[src/rtl/addsub_accumulator_nbit_if.sv]
// Operation and result bundle for the n-bit add/subtract accumulator.
// The master drives requests and observes results; the slave is the accumulator.
interface addsub_accumulator_nbit_if #(
    parameter int n = 4
);
    logic         in_valid;
    logic [n-1:0] x;
    logic [1:0]   op;
    logic         is_signed;
    logic         sat_en;

    logic [n-1:0] acc;
    logic         out_valid;
    logic         c_out;
    logic         overflow;
    logic         ovf_sticky;
    logic [n-1:0] op_count;

    modport master (
        output in_valid, x, op, is_signed, sat_en,
        input  acc, out_valid, c_out, overflow, ovf_sticky, op_count
    );

    modport slave (
        input  in_valid, x, op, is_signed, sat_en,
        output acc, out_valid, c_out, overflow, ovf_sticky, op_count
    );
endinterface

[src/rtl/addsub_accumulator_nbit.sv]
// Two-stage n-bit add/subtract accumulator with load/clear, signed or
// unsigned saturation, carry/overflow flags, sticky overflow and a
// saturating count of arithmetic operations since the last load/clear.
// Stage 1 registers the request; stage 2 executes it against acc. Only
// stage 2 writes acc, so back-to-back operations chain with no forwarding.
module addsub_accumulator_nbit #(
    parameter int n = 4
) (
    input  logic clk,
    input  logic rst,
    addsub_accumulator_nbit_if.slave bus
);

    localparam logic [1:0] OP_ADD   = 2'b00;
    localparam logic [1:0] OP_SUB   = 2'b01;
    localparam logic [1:0] OP_LOAD  = 2'b10;
    localparam logic [1:0] OP_CLEAR = 2'b11;

    localparam logic [n-1:0] SIGNED_MAX = {1'b0, {(n-1){1'b1}}};
    localparam logic [n-1:0] SIGNED_MIN = {1'b1, {(n-1){1'b0}}};
    localparam logic [n-1:0] COUNT_ONE  = {{(n-1){1'b0}}, 1'b1};

    // Stage-1 request registers
    logic         s1_valid;
    logic [n-1:0] s1_x;
    logic [1:0]   s1_op;
    logic         s1_signed;
    logic         s1_sat;

    // Architectural state
    logic [n-1:0] acc_q;
    logic         out_valid_q;
    logic         c_out_q;
    logic         overflow_q;
    logic         ovf_sticky_q;
    logic [n-1:0] op_count_q;

    // Execute-stage combinational results
    logic         is_sub;
    logic [n-1:0] eff_x;
    logic [n:0]   sum;
    logic         signed_ovf;
    logic         unsigned_ovf;
    logic         arith_ovf;
    logic [n-1:0] arith_result;

    // Capture the request and its mode bits; reset drops any pending request
    always_ff @(posedge clk or posedge rst) begin
        if (rst) begin
            s1_valid  <= 1'b0;
            s1_x      <= '0;
            s1_op     <= OP_ADD;
            s1_signed <= 1'b0;
            s1_sat    <= 1'b0;
        end else begin
            s1_valid <= bus.in_valid;
            if (bus.in_valid) begin
                s1_x      <= bus.x;
                s1_op     <= bus.op;
                s1_signed <= bus.is_signed;
                s1_sat    <= bus.sat_en;
            end
        end
    end

    // Adder core, overflow detection and saturation select for add/subtract
    always_comb begin
        is_sub       = (s1_op == OP_SUB);
        eff_x        = is_sub ? ~s1_x : s1_x;
        sum          = {1'b0, acc_q} + {1'b0, eff_x} + {{n{1'b0}}, is_sub};
        signed_ovf   = (acc_q[n-1] == eff_x[n-1]) && (sum[n-1] != acc_q[n-1]);
        unsigned_ovf = is_sub ? ~sum[n] : sum[n];
        arith_ovf    = s1_signed ? signed_ovf : unsigned_ovf;
        arith_result = sum[n-1:0];
        if (s1_sat && arith_ovf) begin
            if (s1_signed) begin
                arith_result = acc_q[n-1] ? SIGNED_MIN : SIGNED_MAX;
            end else begin
                arith_result = is_sub ? '0 : '1;
            end
        end
    end

    // Execute the registered request and update accumulator, flags and count
    always_ff @(posedge clk or posedge rst) begin
        if (rst) begin
            acc_q        <= '0;
            out_valid_q  <= 1'b0;
            c_out_q      <= 1'b0;
            overflow_q   <= 1'b0;
            ovf_sticky_q <= 1'b0;
            op_count_q   <= '0;
        end else begin
            out_valid_q <= s1_valid;
            if (s1_valid) begin
                case (s1_op)
                    OP_LOAD: begin
                        acc_q      <= s1_x;
                        c_out_q    <= 1'b0;
                        overflow_q <= 1'b0;
                        op_count_q <= '0;
                    end
                    OP_CLEAR: begin
                        acc_q        <= '0;
                        c_out_q      <= 1'b0;
                        overflow_q   <= 1'b0;
                        ovf_sticky_q <= 1'b0;
                        op_count_q   <= '0;
                    end
                    default: begin
                        acc_q        <= arith_result;
                        c_out_q      <= sum[n];
                        overflow_q   <= arith_ovf;
                        ovf_sticky_q <= ovf_sticky_q | arith_ovf;
                        if (!(&op_count_q)) begin
                            op_count_q <= op_count_q + COUNT_ONE;
                        end
                    end
                endcase
            end
        end
    end

    assign bus.acc        = acc_q;
    assign bus.out_valid  = out_valid_q;
    assign bus.c_out      = c_out_q;
    assign bus.overflow   = overflow_q;
    assign bus.ovf_sticky = ovf_sticky_q;
    assign bus.op_count   = op_count_q;

endmodule

[src/flat_wrapper.sv]
// flat-port wrapper written by rule: the top's interface ports become plain ports
module addsub_accumulator_nbit_flat 
#(
    parameter int n = 4
)
  (clk, rst, bus_in_valid, bus_x, bus_op, bus_is_signed, bus_sat_en, bus_acc, bus_out_valid, bus_c_out, bus_overflow, bus_ovf_sticky, bus_op_count);
  addsub_accumulator_nbit_if #(.n(n)) bus_i ();
  input  logic clk;
  input  logic rst;
  input wire logic [$bits(bus_i.in_valid)-1:0] bus_in_valid;
  input wire logic [$bits(bus_i.x)-1:0] bus_x;
  input wire logic [$bits(bus_i.op)-1:0] bus_op;
  input wire logic [$bits(bus_i.is_signed)-1:0] bus_is_signed;
  input wire logic [$bits(bus_i.sat_en)-1:0] bus_sat_en;
  output wire logic [$bits(bus_i.acc)-1:0] bus_acc;
  output wire logic [$bits(bus_i.out_valid)-1:0] bus_out_valid;
  output wire logic [$bits(bus_i.c_out)-1:0] bus_c_out;
  output wire logic [$bits(bus_i.overflow)-1:0] bus_overflow;
  output wire logic [$bits(bus_i.ovf_sticky)-1:0] bus_ovf_sticky;
  output wire logic [$bits(bus_i.op_count)-1:0] bus_op_count;
  assign bus_i.in_valid = bus_in_valid;
  assign bus_i.x = bus_x;
  assign bus_i.op = bus_op;
  assign bus_i.is_signed = bus_is_signed;
  assign bus_i.sat_en = bus_sat_en;
  assign bus_acc = bus_i.acc;
  assign bus_out_valid = bus_i.out_valid;
  assign bus_c_out = bus_i.c_out;
  assign bus_overflow = bus_i.overflow;
  assign bus_ovf_sticky = bus_i.ovf_sticky;
  assign bus_op_count = bus_i.op_count;
  addsub_accumulator_nbit #(.n(n)) u_core (.clk(clk), .rst(rst), .bus(bus_i));
endmodule
[config.mk]
export PLATFORM = sky130hd
export DESIGN_NAME = addsub_accumulator_nbit_flat
export DESIGN_NICKNAME = d
export VERILOG_FILES = /design/src/rtl/addsub_accumulator_nbit_if.sv /design/src/rtl/addsub_accumulator_nbit.sv /design/src/flat_wrapper.sv
export SDC_FILE = /design/constraint.sdc
export NUM_CORES = 1
export LEC_CHECK = 0
export ABC_AREA = 0
export ABC_CLOCK_PERIOD_IN_PS = 8300
export CAP_MARGIN = 30
export CORE_MARGIN = 2
export CORE_UTILIZATION = 33
export CTS_BUF_LIST = sky130_fd_sc_hd__clkbuf_4 sky130_fd_sc_hd__clkbuf_8 sky130_fd_sc_hd__clkbuf_16
export DETAILED_ROUTE_END_ITERATION = 12
export MAX_ROUTING_LAYER = met4
export REMOVE_ABC_BUFFERS = 1
export SYNTH_ARGS = -nofsm -noshare
export SYNTH_HDL_FRONTEND = slang
export SYNTH_SLANG_ARGS = --single-unit
[constraint.sdc]
create_clock -name clk -period 8.3 [get_ports clk]
set_input_delay 1.66 -clock clk [delete_from_list [all_inputs] [get_ports clk]]
set_output_delay 1.66 -clock clk [all_outputs]
set_load 0.05 [all_outputs]
==> out/metrics.cfg <==
[sta]
fin_crit_sh_pct=39.3
hold_viol=0
fin_skew_ns=0.00295
setup-violations-final=0
tightest_slew_ns=0.811
finalMaxSlewViolations=0
slew_headroom_pct=45.9
clock.fmax_mhz=306
rsz0062_at_grt=no
finalSetupTns_ns=0
fin_crit_ns=3.26

[clock_tree]
tritoncts=built
cts_resized=0
htreeDepth=1
root_buffer=clkbuf_8
clockBufferDepth=2
clock-sinks=21
postCtsHoldBufs=0
clk_pin_slew_ns=0.08
postCtsSetupBuffers=0
cts_buffers=3
clock_latency_ns=0.26

[detailed_routing]
wl_per_cell_um=13.6
antenna_left=0
drc=0
vias=1075
totalWireLength_um=2720
drt-initial-drc-count=50
dr.pass1.iters=4
vias_per_cell=5.38

[worst_setup_path]
cp_slowest_cell=clkdlybuf4s50_1
cp.required_ns=6.64
path_cells=clkdlybuf4s50_1
cp_top_family=buffers and inverters
worstSetupEndpointType=output pin
max_stage_delay_ns=0.85
crit_buf_inv=1
worst-path-max-fanout=8
worstSetupPathType=flip-flop to output pin
startpoint_type=flip-flop
worstPathArrival_ns=1.60

[placement]
dp_hpwl_um=2050
io_buffers=22
gp_congestion=0.962

[synth]
yosysUniqueCellTypes=37
yosysMostFrequentCell=dfrtp_1
synth-seq-cells=21
yosysTopAreaCell=dfrtp_1
synth_top_cell_area_share_pct=42.0
synth_area_um2=1250
synthCells=131
ys_top_cells_by_count=dfrtp_1 (21), nand2_1 (16), a21oi_1 (11), inv_1 (11), o21ai_0 (9)
synth_edf_count=0
syn_avg_cell_area_um2=9.54
yosysSeqAreaShare_pct=42.0
synth-async-reset-ratio_pct=100
synth_ff_type=dfrtp_1
synthTopCellsByArea=dfrtp_1 (42%), mux2_2 (5.4%), nand2_1 (4.8%)
synth_warnings=0

[layout]
syn_to_final_growth_pct=23.9
layout-drive-gt1-share_pct=12.5
antenna_cells=0
fin_nets=169

[die]
fp.dieW_um=65.5
initial_core_util_pct=34.1
chipHeight_um=65.5
rows=22
core-area_um2=3660
io_pins=23
die-area_um2=4300

[run]
cap_violations=0

[min_path]
hp-class=flip-flop to flip-flop

[grt]
grt_pass1_wl_um=4780
antenna_found_initial=0
grt_max_degree=24
first_global_vias=1033
grt-ovfl-total=0
grt_use_total_pct=14.7

[outcome]
status=completed

[power_and_ir_drop]
finalPower_mw=0.421
irDropWorstVdd_mv=0.0930
leakagePower_nw=0.674
cellPowerDensity_nw_per_um2=272

path summary, 6_finish.rpt:
check / start / endpoint / slack, ns / cells after the start
setup / recovery: flip-flop / bus_acc[3] / 5.04 / 1
hold / removal: u_core.bus.ovf_sticky / u_core.bus.ovf_sticky / 0.50 / 2
setup reg to reg: u_core.s1_op[1] / u_core.bus.acc[0] / 5.30 / 10
hold reg to reg: u_core.bus.ovf_sticky / u_core.bus.ovf_sticky / 0.50 / 2
max in group asynchronous: rst / u_core.s1_sat / 5.94 / 2
min in group asynchronous: rst / u_core.bus.out_valid / 1.85 / 2
per-layer routing:
layer	global-route usage (%)	up-vias	wire length [um]
met4	5.47	0	65
met5	-	-	0
li1	-	503	-
met1	18.8	515	1200
met2	23.5	43	1340
met3	2.57	14	120
cells in the final DEF, fill, tap and decap left out, types with 3 or more instances in the layout:
cell,n
inv_1,11
and3_1,6
clkbuf_8,3
mux2_2,6
nand3_1,3
ha_1,4
dfrtp_1,21
nor2_1,5
clkdlybuf4s50_1,22
a21oi_1,11
nand2_1,16
o21ai_0,9
o22ai_1,3
xnor2_1,4
metrics by stage:
stage	area (um^2)	setup slack, ns	cells	utilization, %	hold WS (ns)
2_1_floorplan	1220	5.60	126	-	0.517
3_3_place_gp	1500	5.34	196	41.0	0.501
3_5_place_dp	1500	5.32	196	41.0	0.488
4_1_cts	1550	5.03	200	42.3	0.508
5_1_grt	1550	4.94	200	42.3	0.559
6_report	1550	5.04	200	42.3	0.501
where the power goes:
part | internal [mW] | switching, mW | leakage (nW)
registers | 0.121 | 0.0236 | 0.259
logic | 0.0805 | 0.125 | 0.389
clock network | 0.0374 | 0.0332 | 0.0262
kinds of logic (layout without fill, tap and decap cells):
kind of cell / count (synthesis) / after routing / synth area share, %
compound gates: 34 / 34 / 18.1
xor+xnor: 6 / 6 / 4.20
fa+ha+maj: 5 / 5 / 5.61
buf+inv: 16 / 37 / 5.71
flops: 21 / 21 / 42.0
mux: 7 / 7 / 6.21
simple gates: 42 / 42 / 18.1
state kept, by name (all words and copies together), names as in the netlist, named ones only:
register / count
u_core.s1_x: 4
u_core.bus.acc: 3
u_core.bus.overflow: 1
u_core.bus.op_count: 4
u_core.bus.ovf_sticky: 1
u_core.s1_sat: 1
u_core.s1_signed: 1
u_core.s1_op: 2
u_core.bus.c_out: 1
u_core.bus.out_valid: 1
u_core.s1_valid: 1
area by class of cell:
cell class / count / area (um^2)
fill: 365 / 2110
clock buffer: 4 / 48.8
tap: 48 / 60.1
sequential: 21 / 526
inverter: 11 / 41.3
timing repair buffer: 22 / 220
multi-input combinational: 94 / 653
Note: power is estimated with default switching activity, not from simulation.
